### config.mk
export PLATFORM = sky130hd
export DESIGN_NAME = encap_ekey_lookup
export DESIGN_NICKNAME = d
export VERILOG_FILES = /design/src/rtl/encap_ekey_lookup_pkg.sv /design/src/rtl/encap_sat_cnt.sv /design/src/rtl/encap_ekey_lookup.sv
export SDC_FILE = /design/constraint.sdc
export NUM_CORES = 1
export LEC_CHECK = 0
export BUFFER_PORTS_ARGS = -buffer_cell sky130_fd_sc_hd__buf_4
export CAP_MARGIN = 20
export CORE_AREA = 4 4 326 328
export CTS_CLUSTER_DIAMETER = 80
export CTS_CLUSTER_SIZE = 30
export DETAILED_ROUTE_END_ITERATION = 8
export DIE_AREA = 0 0 330 332
export SLEW_MARGIN = 20
export SYNTH_ARGS = -nofsm -noshare
export SYNTH_HDL_FRONTEND = slang
export SYNTH_SLANG_ARGS = --single-unit
### constraint.sdc
create_clock -name clk -period 21.9 [get_ports clk]
set_input_delay 4.38 -clock clk [delete_from_list [all_inputs] [get_ports clk]]
set_output_delay 4.38 -clock clk [all_outputs]
set_load 0.01 [all_outputs]
### src/rtl/encap_ekey_lookup_pkg.sv
// Shared widths, bucket field positions and FSM encoding for the encap ekey lookup client.
// Bucket layout from MSB: valid, key, ignored middle bits, then the value pointer in the low bits.
package encap_ekey_lookup_pkg;

  localparam int EEKEY_DEPTH_NBITS       = 10;
  localparam int EEKEY_KEY_NBITS         = 48;
  localparam int EEKEY_VALUE_DEPTH_NBITS = 10;
  localparam int EEKEY_BUCKET_NBITS      = 59;
  localparam int EEKEY_VALUE_NBITS       = 272;
  localparam int EEKEY_CNT_NBITS         = 32;

  typedef enum logic [2:0] {
    ST_IDLE     = 3'd0,
    ST_HT_WAIT  = 3'd1,
    ST_CMP      = 3'd2,
    ST_VAL_WAIT = 3'd3,
    ST_RESP     = 3'd4
  } lookup_state_t;

  function automatic int bucket_valid_bit(input int bucket_nbits);
    return bucket_nbits - 1;
  endfunction

  function automatic int bucket_key_msb(input int bucket_nbits);
    return bucket_nbits - 2;
  endfunction

endpackage

### src/rtl/encap_sat_cnt.sv
// Saturating up-counter with synchronous clear; clear takes priority over increment.
module encap_sat_cnt #(
  parameter int CNT_NBITS = 32
) (
  input  logic                 clk,
  input  logic                 rst,
  input  logic                 clr,
  input  logic                 inc,
  output logic [CNT_NBITS-1:0] cnt
);

  localparam logic [CNT_NBITS-1:0] ONE = {{(CNT_NBITS-1){1'b0}}, 1'b1};

  // count register: clear wins, then saturating increment
  always_ff @(posedge clk or posedge rst) begin
    if (rst) begin
      cnt <= '0;
    end else if (clr) begin
      cnt <= '0;
    end else if (inc && (cnt != '1)) begin
      cnt <= cnt + ONE;
    end else begin
      cnt <= cnt;
    end
  end

endmodule

### src/rtl/encap_ekey_lookup.sv
// Exact-match lookup of an encap key in the two-way ekey hash table, followed by a read of
// the matching value record; every memory read is ack-qualified because latency varies.
module encap_ekey_lookup
  import encap_ekey_lookup_pkg::*;
#(
  parameter int DEPTH_NBITS       = EEKEY_DEPTH_NBITS,
  parameter int KEY_NBITS         = EEKEY_KEY_NBITS,
  parameter int VALUE_DEPTH_NBITS = EEKEY_VALUE_DEPTH_NBITS,
  parameter int BUCKET_NBITS      = EEKEY_BUCKET_NBITS,
  parameter int VALUE_NBITS       = EEKEY_VALUE_NBITS,
  parameter int CNT_NBITS         = EEKEY_CNT_NBITS
) (
  input  logic                         clk,
  input  logic                         rst,
  input  logic                         lookup_req,
  input  logic [KEY_NBITS-1:0]         lookup_key,
  input  logic [DEPTH_NBITS-1:0]       lookup_hash0,
  input  logic [DEPTH_NBITS-1:0]       lookup_hash1,
  output logic                         lookup_rdy,
  output logic                         lookup_ack,
  output logic                         lookup_hit,
  output logic [VALUE_DEPTH_NBITS-1:0] lookup_vptr,
  output logic [VALUE_NBITS-1:0]       lookup_value,
  output logic                         ekey_hash_table0_rd,
  output logic [DEPTH_NBITS-1:0]       ekey_hash_table0_raddr,
  input  logic                         ekey_hash_table0_ack,
  input  logic [BUCKET_NBITS-1:0]      ekey_hash_table0_rdata,
  output logic                         ekey_hash_table1_rd,
  output logic [DEPTH_NBITS-1:0]       ekey_hash_table1_raddr,
  input  logic                         ekey_hash_table1_ack,
  input  logic [BUCKET_NBITS-1:0]      ekey_hash_table1_rdata,
  output logic                         ekey_value_rd,
  output logic [VALUE_DEPTH_NBITS-1:0] ekey_value_raddr,
  input  logic                         ekey_value_ack,
  input  logic [VALUE_NBITS-1:0]       ekey_value_rdata,
  input  logic                         cnt_clr,
  output logic [CNT_NBITS-1:0]         hit_cnt,
  output logic [CNT_NBITS-1:0]         miss_cnt
);

  localparam int VALID_BIT = bucket_valid_bit(BUCKET_NBITS);
  localparam int KEY_MSB   = bucket_key_msb(BUCKET_NBITS);

  lookup_state_t                state_r;
  lookup_state_t                state_s;
  logic [KEY_NBITS-1:0]         key_r;
  logic [BUCKET_NBITS-1:0]      bkt0_r;
  logic [BUCKET_NBITS-1:0]      bkt1_r;
  logic                         done0_r;
  logic                         done1_r;
  logic [VALUE_DEPTH_NBITS-1:0] vptr_r;
  logic                         accept_s;
  logic                         ht_done_s;
  logic                         hit0_s;
  logic                         hit1_s;
  logic                         cmp_hit_s;
  logic [VALUE_DEPTH_NBITS-1:0] cmp_vptr_s;
  logic                         inc_hit_s;
  logic                         inc_miss_s;

  assign lookup_rdy = (state_r == ST_IDLE);
  assign accept_s   = lookup_req & lookup_rdy;

  // bucket compare; way 0 wins when both ways hold the key
  always_comb begin
    hit0_s     = bkt0_r[VALID_BIT] && (bkt0_r[KEY_MSB -: KEY_NBITS] == key_r);
    hit1_s     = bkt1_r[VALID_BIT] && (bkt1_r[KEY_MSB -: KEY_NBITS] == key_r);
    cmp_hit_s  = hit0_s | hit1_s;
    if (hit0_s) begin
      cmp_vptr_s = bkt0_r[VALUE_DEPTH_NBITS-1:0];
    end else begin
      cmp_vptr_s = bkt1_r[VALUE_DEPTH_NBITS-1:0];
    end
  end

  // next-state logic; an arriving ack counts as done in the cycle it arrives
  always_comb begin
    state_s   = state_r;
    ht_done_s = (done0_r | ekey_hash_table0_ack) & (done1_r | ekey_hash_table1_ack);
    case (state_r)
      ST_IDLE: begin
        if (accept_s) state_s = ST_HT_WAIT;
        else          state_s = ST_IDLE;
      end
      ST_HT_WAIT: begin
        if (ht_done_s) state_s = ST_CMP;
        else           state_s = ST_HT_WAIT;
      end
      ST_CMP: begin
        if (cmp_hit_s) state_s = ST_VAL_WAIT;
        else           state_s = ST_RESP;
      end
      ST_VAL_WAIT: begin
        if (ekey_value_ack) state_s = ST_RESP;
        else                state_s = ST_VAL_WAIT;
      end
      ST_RESP: state_s = ST_IDLE;
      default: state_s = ST_IDLE;
    endcase
  end

  // state register
  always_ff @(posedge clk or posedge rst) begin
    if (rst) state_r <= ST_IDLE;
    else     state_r <= state_s;
  end

  // request latch and hash-table read strobes, issued once in the first HT_WAIT cycle
  always_ff @(posedge clk or posedge rst) begin
    if (rst) begin
      key_r                  <= '0;
      ekey_hash_table0_rd    <= 1'b0;
      ekey_hash_table1_rd    <= 1'b0;
      ekey_hash_table0_raddr <= '0;
      ekey_hash_table1_raddr <= '0;
    end else begin
      ekey_hash_table0_rd <= accept_s;
      ekey_hash_table1_rd <= accept_s;
      if (accept_s) begin
        key_r                  <= lookup_key;
        ekey_hash_table0_raddr <= lookup_hash0;
        ekey_hash_table1_raddr <= lookup_hash1;
      end
    end
  end

  // per-way bucket capture; acks outside HT_WAIT are dropped
  always_ff @(posedge clk or posedge rst) begin
    if (rst) begin
      bkt0_r  <= '0;
      bkt1_r  <= '0;
      done0_r <= 1'b0;
      done1_r <= 1'b0;
    end else if (accept_s) begin
      done0_r <= 1'b0;
      done1_r <= 1'b0;
    end else if (state_r == ST_HT_WAIT) begin
      if (ekey_hash_table0_ack) begin
        bkt0_r  <= ekey_hash_table0_rdata;
        done0_r <= 1'b1;
      end
      if (ekey_hash_table1_ack) begin
        bkt1_r  <= ekey_hash_table1_rdata;
        done1_r <= 1'b1;
      end
    end
  end

  // value read strobe, issued once in the first VAL_WAIT cycle
  always_ff @(posedge clk or posedge rst) begin
    if (rst) begin
      ekey_value_rd    <= 1'b0;
      ekey_value_raddr <= '0;
      vptr_r           <= '0;
    end else begin
      ekey_value_rd <= (state_r == ST_CMP) && cmp_hit_s;
      if ((state_r == ST_CMP) && cmp_hit_s) begin
        ekey_value_raddr <= cmp_vptr_s;
        vptr_r           <= cmp_vptr_s;
      end
    end
  end

  // response registers; data fields hold until the next response
  always_ff @(posedge clk or posedge rst) begin
    if (rst) begin
      lookup_ack   <= 1'b0;
      lookup_hit   <= 1'b0;
      lookup_vptr  <= '0;
      lookup_value <= '0;
    end else begin
      lookup_ack <= (state_s == ST_RESP);
      if ((state_r == ST_CMP) && !cmp_hit_s) begin
        lookup_hit   <= 1'b0;
        lookup_vptr  <= '0;
        lookup_value <= '0;
      end else if ((state_r == ST_VAL_WAIT) && ekey_value_ack) begin
        lookup_hit   <= 1'b1;
        lookup_vptr  <= vptr_r;
        lookup_value <= ekey_value_rdata;
      end
    end
  end

  assign inc_hit_s  = (state_r == ST_RESP) &  lookup_hit;
  assign inc_miss_s = (state_r == ST_RESP) & ~lookup_hit;

  encap_sat_cnt #(.CNT_NBITS(CNT_NBITS)) u_hit_cnt (
    .clk (clk),
    .rst (rst),
    .clr (cnt_clr),
    .inc (inc_hit_s),
    .cnt (hit_cnt)
  );

  encap_sat_cnt #(.CNT_NBITS(CNT_NBITS)) u_miss_cnt (
    .clk (clk),
    .rst (rst),
    .clr (cnt_clr),
    .inc (inc_miss_s),
    .cnt (miss_cnt)
  );

endmodule

==> reports/metrics.yaml, run 1 <==
max_freq_ghz: 0.147
cp-end-kind: "asynchronous set/reset pin"
synth_top_area_share_pct: 62.8
critPathSlowestCell: "buf_4"
cpMostUsedCell: "buf_4"
m1WireLength_mm: 35.0
drive_gt1_share_pct: 46.2
hp-class: "reg2reg"
yosysTopAreaCell: "dfrtp_1"
seq_area_frac_synth_pct: 62.8
die-area_um2: 110000
placed_cell_area_um2: 29800
max_stage_delay_ns: 0.84
cp-start-kind: "input port"
core-area_um2: 103000
hpwl_mm: 66.3
worstRegToRegCells: 9
cts_sinks: 551
cts_setup_buffers: 0
grt_overflow_total: 0
area_delta_synth_final_pct: 41.1
r2r-end: "lookup_value[205]"
drtAntennaViolNets: 0
routed.top_layer: "met5"
numPlacedInstances: 3746
power_frac_clock_pct: 18.1
finalNonFillerCells: 3815
wl_met2_mm: 40.6
vias_per_cell: 4.36
netlist_top_cells_count: "dfrtp_1, a22o_1, mux2_2, xor2_1, nor2_1"
final_area_um2: 31000
worstHoldEndpoint: "lookup_value[9]"
whs_path_depth: 1
relSlewSlack_pct: 21.6
dr_wl_met3_mm: 8.09
synthArstFlopShare_pct: 100
post-route-drc-count: 0
cp.required_ns: 22.55
gp_congestion: 0.831
worstHoldStart: "lookup_value[9]"
fillers: 10500
avgSynthCellArea_um2: 13.7
grtUsageTotal_pct: 14.7
hold_viol_final: 0
layout_min_cycle_time_ns: 6.82
syn-cell-area_um2: 22000
rsz0062_at_grt: "false"
synth_cell_type_count: 62
drtIter0Drc: 1054
switching_share_pct: 35.9
vdd_drop_max_v: 0.0000669
cts-resized-gates: 0
synth_cells: 1603
grt_pass1_vias: 17000
outcome: "completed"
grt_pass1_wl_mm: 120
worst_pin_slew_ns: 1.18
drv_slew: 0
cts_tree: "yes"
power.internal_w: 0.00256
synth.most_common_cell: "dfrtp_1"
leakage_nw: 14.9
r2r_start: "key_r[44]"
insertion_delay_ns: 0.66
vias: 16600
pwr_density_cell_nw_per_um2: 129
pin_count: 847
clk_pin_slew_ns: 0.09
cts_hold_buf: 0
crit_path_max_fanout: 131
cap_violations: 0
syn_nets: 2070
power.switching_w: 0.00144
p_total_w: 0.00400
synth-edff-count: 0
min_period_over_period_pct: 31.1
final-setup-viol-count: 0
skew_ns: 0.0462
htreeDepth: 1
start_util_pct: 21.3
port_buffers: 846
r2r_slack_ns: 17.03
yosysWarnings: 0
arrival_ns: 7.47
ctsRootBufferMaster: "clkbuf_16"
setup.worst_path.class: "in2async"
ys.flop_type: "dfrtp_1"
cts_made_buffers: 31
seqPwrFrac_pct: 43.6
clk_path_buf_depth: 3
ys_ff_latch: 551
die_w_um: 330
row_count: 118
synthTopCellsByArea: "dfrtp_1, a22o_1, mux2_2"
wire_per_inst_um: 22.4
wirelength_mm: 85.3
grt_antenna_before_repair: 25
dr.pass1.iters: 5
cp_cell_sequence: "buf_4 > inv_8 > buf_4 > buf_4 > buf_4"
nNetsFinal: 2866
grt_start_max_net_pins: 204
combPwrFrac_pct: 38.3
tns_ns: 0
die_h_um: 332
-- worst max-delay path by stage --
stage               from                 to
floorplan            rst          bkt0_r[0]
global placement     rst  u_hit_cnt.cnt[14]
detailed placement   rst  u_hit_cnt.cnt[14]
CTS                  rst         bkt1_r[36]
global route         rst  u_hit_cnt.cnt[14]
finish               rst         bkt1_r[21]
-- area by class of cell --
| class | count | area [um^2] | share of cell area [%] |
|---|---|---|---|
| timing repair buffer | 861 | 6490 | 20.9 |
| antenna | 11 | 27.5 | 0.0889 |
| multi-input combinational | 929 | 7660 | 24.7 |
| clock inverter | 23 | 355 | 1.15 |
| clock buffer | 35 | 821 | 2.65 |
| sequential | 551 | 13800 | 44.5 |
| inverter | 25 | 101 | 0.327 |
| tap | 1380 | 1730 | 5.57 |
-- placed cells by master (no fill, tap or decap), types with 3 or more instances in the layout --
| master | Yosys | routed |
|---|---|---|
| diode_2 | 0 | 11 |
| o21a_1 | 10 | 10 |
| nor4b_2 | 3 | 3 |
| inv_1 | 25 | 24 |
| xnor2_1 | 35 | 35 |
| inv_8 | 0 | 5 |
| nor2_1 | 78 | 77 |
| a22o_1 | 282 | 282 |
| nor3_1 | 10 | 10 |
| and2_1 | 8 | 7 |
| xor2_1 | 105 | 105 |
| or3_1 | 8 | 8 |
| dfrtp_1 | 551 | 551 |
| nand2b_1 | 6 | 6 |
| nand2_1 | 36 | 36 |
| buf_4 | 1 | 859 |
| nand4_1 | 28 | 28 |
| o221ai_1 | 3 | 3 |
| inv_6 | 0 | 3 |
| mux2_2 | 178 | 178 |
| o21ai_0 | 14 | 14 |
| clkbuf_8 | 3 | 3 |
| and4_1 | 5 | 5 |
| nor4_2 | 4 | 4 |
| clkbuf_16 | 0 | 31 |
| inv_16 | 0 | 5 |
| clkinv_8 | 0 | 3 |
| nand3_1 | 29 | 29 |
| a21oi_1 | 9 | 9 |
| nor4_1 | 17 | 17 |
| o22a_1 | 10 | 10 |
| and3_1 | 10 | 10 |
-- worst max-delay path: cells and delay by family --
family / cells / cell delay [ns]
buffers and inverters: 5 / 2.88
-- metrics by stage --
step           util [%]  setup slack, ns  hold slack [ns]
3_3_place_gp       28.8            14.16            0.482
6_report           30.0            15.08            0.507
2_1_floorplan         -             2.11            0.467
3_5_place_dp       28.8            14.15            0.483
4_1_cts            30.0            14.89            0.512
5_1_grt            30.0            14.53            0.520
-- per-layer routing --
layer / track usage, % / up-vias
li1: - / 7471
met1: 18.9 / 8369
met2: 24.1 / 704
met3: 4.69 / 79
met4: 3.45 / 6
met5: 0 / -
-- registers in the layout, indices dropped and copies added, names as in the netlist, 3 cells and up --
register                flops
bkt1_r                     59
state_r                     3
u_miss_cnt.cnt             32
key_r                      48
vptr_r                     10
u_hit_cnt.cnt              32
lookup_vptr                10
lookup_value              272
ekey_hash_table0_raddr     10
ekey_hash_table1_raddr     10
bkt0_r                     59
-- power groups by stage --
stage               sequential, W  combinational [W]  clock (W)
floorplan                 0.00179           0.000739          0
global placement          0.00175            0.00153          0
detailed placement        0.00176            0.00156          0
CTS                       0.00174            0.00156   0.000753
global route              0.00179            0.00165   0.000787
finish                    0.00174            0.00153   0.000723
-- cells by family (layout without fill, tap and decap cells) --
| group | after synthesis | after routing | synth area share [%] |
|---|---|---|---|
| DFF | 551 | 551 | 62.8 |
| AOI/OAI and AO/OA | 349 | 349 | 13.5 |
| and+or+nand+nor | 258 | 258 | 6.31 |
| muxes | 180 | 180 | 9.22 |
| xor gates and xnor gates | 140 | 140 | 5.58 |
| buffers and inverters | 123 | 944 | 2.46 |
| adders and majority gates | 2 | 2 | 0.114 |
| other | 0 | 11 | 0 |
(Power assumes the default switching activity.)
==> inputs of run 2 (changes only) <==
--- a/config.mk
+++ b/config.mk
@@ -5,13 +5,14 @@
 export SDC_FILE = /design/constraint.sdc
 export NUM_CORES = 1
 export LEC_CHECK = 0
+export ABC_AREA = 1
 export BUFFER_PORTS_ARGS = -buffer_cell sky130_fd_sc_hd__buf_4
 export CAP_MARGIN = 20
-export CORE_AREA = 4 4 326 328
+export CORE_AREA = 4 4 328 330
 export CTS_CLUSTER_DIAMETER = 80
 export CTS_CLUSTER_SIZE = 30
 export DETAILED_ROUTE_END_ITERATION = 8
-export DIE_AREA = 0 0 330 332
+export DIE_AREA = 0 0 332 334
 export SLEW_MARGIN = 20
 export SYNTH_ARGS = -nofsm -noshare
 export SYNTH_HDL_FRONTEND = slang
==> constraint.sdc (replaced) <==
create_clock -name clk -period 6 [get_ports clk]
set_input_delay 1.2 -clock clk [delete_from_list [all_inputs] [get_ports clk]]
set_output_delay 1.2 -clock clk [all_outputs]
set_load 0.01 [all_outputs]
==> reports/metrics.yaml, run 2 <==
crit_path_max_fanout: 169  # +29%
die-area_um2: 111000  # +1.2%
ctsRootBufferMaster: "clkbuf_16"
wirelength_mm: 104  # +22%
drv_slew: 0  # unchanged
area_delta_synth_final_pct: 35.8
nNetsFinal: 4259  # +49%
grt_pass1_wl_mm: 152  # +27%
grt_overflow_total: 0  # unchanged
grt_pass1_vias: 23100  # +36%
hold_ws_ns: 0.486  # -0.0205 ns
layout_min_cycle_time_ns: 3.32
min_period_over_period_pct: 55.4
vias_per_cell: 4.51  # +3.4%
drtIter0Drc: 1927  # +83%
synthArstFlopShare_pct: 100  # unchanged
insertion_delay_ns: 0.63  # -0.03 ns
worst_pin_slew_ns: 1.14  # -0.0359 ns
grtUsageTotal_pct: 17.9  # +3.2 points
skew_ns: 0.0459  # -0.000312 ns
multiInputGateArea_um2: 9750  # +27%
yosysTopAreaCell: "dfrtp_1"
regMostFlops: "lookup_value"
core-area_um2: 105000  # +1.6%
regArea_um2: 13800  # unchanged
reg.largest.list: "lookup_value (272), bkt0_r (59), bkt1_r (59)"
mostFrequentLayoutCell: "nand2_1"
layout_common_cells: "nand2_1, buf_4, dfrtp_1"
largest_register_ffs: 272  # unchanged
syn-cell-area_um2: 25000  # +14%
synth.most_common_cell: "nand2_1"
dr.pass1.iters: 5  # unchanged
rsz0062_at_grt: "false"
cap_violations: 0  # unchanged
gp_congestion: 0.919  # +11%
setup.worst_path.class: "reg2reg"
syn_nets: 3493  # +69%
cts_sinks: 551  # unchanged
cp-end-kind: "register"
r2r-end: "lookup_value[43]"
drive_gt1_share_pct: 27.5  # -19 points
synth-edff-count: 0  # unchanged
worst_slack_ns: 2.68  # -12.40 ns
final-setup-viol-count: 0  # unchanged
worstHoldEndpoint: "done0_r"
r2r_slack_ns: 2.68  # -14.35 ns
cp-startpoint: "key_r[32]"
hold_viol_final: 0  # unchanged
pwr_density_cell_nw_per_um2: 387  # +200%
arrival_ns: 3.88  # -3.59 ns
hp-class: "reg2reg"
relSlewSlack_pct: 24.0  # +2.4 points
cts-resized-gates: 0  # unchanged
port_buffers: 846  # unchanged
start_util_pct: 23.9  # +2.6 points
htreeDepth: 2  # +1
row_count: 119  # +0.85%
worstHoldStart: "done0_r"
synthTopCellsByArea: "dfrtp_1, nand2_1, nand3_1"
leakage_nw: 18.0  # +21%
post-route-drc-count: 0  # unchanged
clk_pin_slew_ns: 0.10  # about the same
netlist_top_cells_count: "nand2_1, dfrtp_1, nand3_1, nor2_1, inv_1"
whs_path_depth: 2  # +1
clk_path_buf_depth: 3  # unchanged
seq_area_frac_synth_pct: 55.1  # -7.7 points
cts_made_buffers: 37  # +19%
cp.required_ns: 6.56  # -15.99 ns
pin_count: 847  # unchanged
max_freq_ghz: 0.301
vias: 23500  # +42%
synth_cell_type_count: 39  # -37%
drtAntennaViolNets: 0  # unchanged
yosysWarnings: 0  # unchanged
hpwl_mm: 80.7  # +22%
ys_ff_latch: 551  # unchanged
outcome: "completed"
die_h_um: 334  # +0.60%
vdd_drop_max_v: 0.000284  # +320%
grt_start_max_net_pins: 183  # -10%
cts_setup_buffers: 0  # unchanged
synth_top_area_share_pct: 55.1  # -7.7 points
place_ws_ns: 2.61  # -11.54 ns
ys.flop_type: "dfrtp_1"
cts_hold_buf: 0  # unchanged
die_w_um: 332  # +0.61%
fillers: 11100  # +5.0%
worstRegToRegCells: 10  # +1
cts_tree: "yes"
avgSynthCellArea_um2: 8.27  # -40%
cp-start-kind: "register"
grt_antenna_before_repair: 18  # -28%
wire_per_inst_um: 19.9  # -11%
r2r_start: "key_r[32]"
synth_cells: 3026  # +89%
final_util_pct: 32.4  # +2.4 points
==> run 2: changes by cell type after synthesis, sizes merged, moves of 30 or more <==
cell   delta
a21oi    +64
buf      +30
a22o    -282
nand3   +339
nand2  +1156
nor3     +32
xor2     -88
mux2    -122
inv     +155
o21ai    +91
nor2    +138
==> run 2: area by class of cell <==
class | count | area share [%]
Sequential cell | 551 | 40.6
Multi-Input combinational cell | 2149 | 28.7
Timing Repair Buffer | 873 | 19.5
Tap cell | 1391 | 5.12
Clock buffer | 39 | 2.78
Inverter | 180 | 2.04
Clock inverter | 29 | 1.20
Antenna cell | 11 | 0.0810
==> run 2: where the power goes <==
| part | leakage (nW) | switching (W) | total, W | internal [W] |
|---|---|---|---|---|
| registers | 7.14 | 0.000704 | 0.00543 | 0.00472 |
| logic | 10.2 | 0.00292 | 0.00477 | 0.00185 |
| clock network | 0.648 | 0.00160 | 0.00295 | 0.00135 |
| total | 18.0 | 0.00522 | 0.0131 | 0.00792 |
==> run 2: metal layers <==
layer  global-route usage, %  vias to the layer above  part of all wire (%)
met5                       0                        -                 0.077
met4                    5.49                       10                   2.6
met3                    6.06                      129                   9.9
met2                    27.7                      937                    45
met1                    23.7                    11300                    42
li1                        -                    11100                     -
==> run 2: metrics by stage <==
stage                     area (um^2)  total power (W)  setup TNS (ns)  cells
after detailed placement        32600           0.0103               0   5144
final                           34000           0.0131               0   5223
after CTS                       34000           0.0133               0   5212
after global routing            34000           0.0140               0   5220
after global placement          32600           0.0102               0   5144
after floorplan                 25000          0.00824        -1486.51   3026
==> run 2: cells by family after synthesis <==
| family | count (synthesis) | synth area share [%] |
|---|---|---|
| fa+ha+maj | 2 | 0.100 |
| simple gates | 1856 | 30.7 |
| compound gates | 190 | 3.91 |
| flops | 551 | 55.1 |
| buf+inv | 326 | 6.05 |
| mux | 56 | 2.52 |
| xor+xnor | 45 | 1.57 |
==> run 2: critical path, stage by stage (launching register included) <==
cell and delay, ns:
dfrtp_1 0.43, xnor2_1 0.52, nand2_1 0.10, nor2_1 0.19, nand3_1 0.10, nor2_1 0.14
nand2_2 0.12, nand3_4 0.49, buf_12 0.49, nand3_1 0.15, nand2_1 0.12
==> run 2: worst max-delay path by stage <==
stage	endpoint	slack (ns)	depth (start not counted)
after detailed placement	lookup_value[103]	2.61	6
after CTS	lookup_value[28]	2.76	10
after floorplan	bkt0_r[0]	-2.70	1
after global routing	lookup_value[107]	2.55	10
after global placement	lookup_value[87]	2.66	6
final	lookup_value[43]	2.68	10
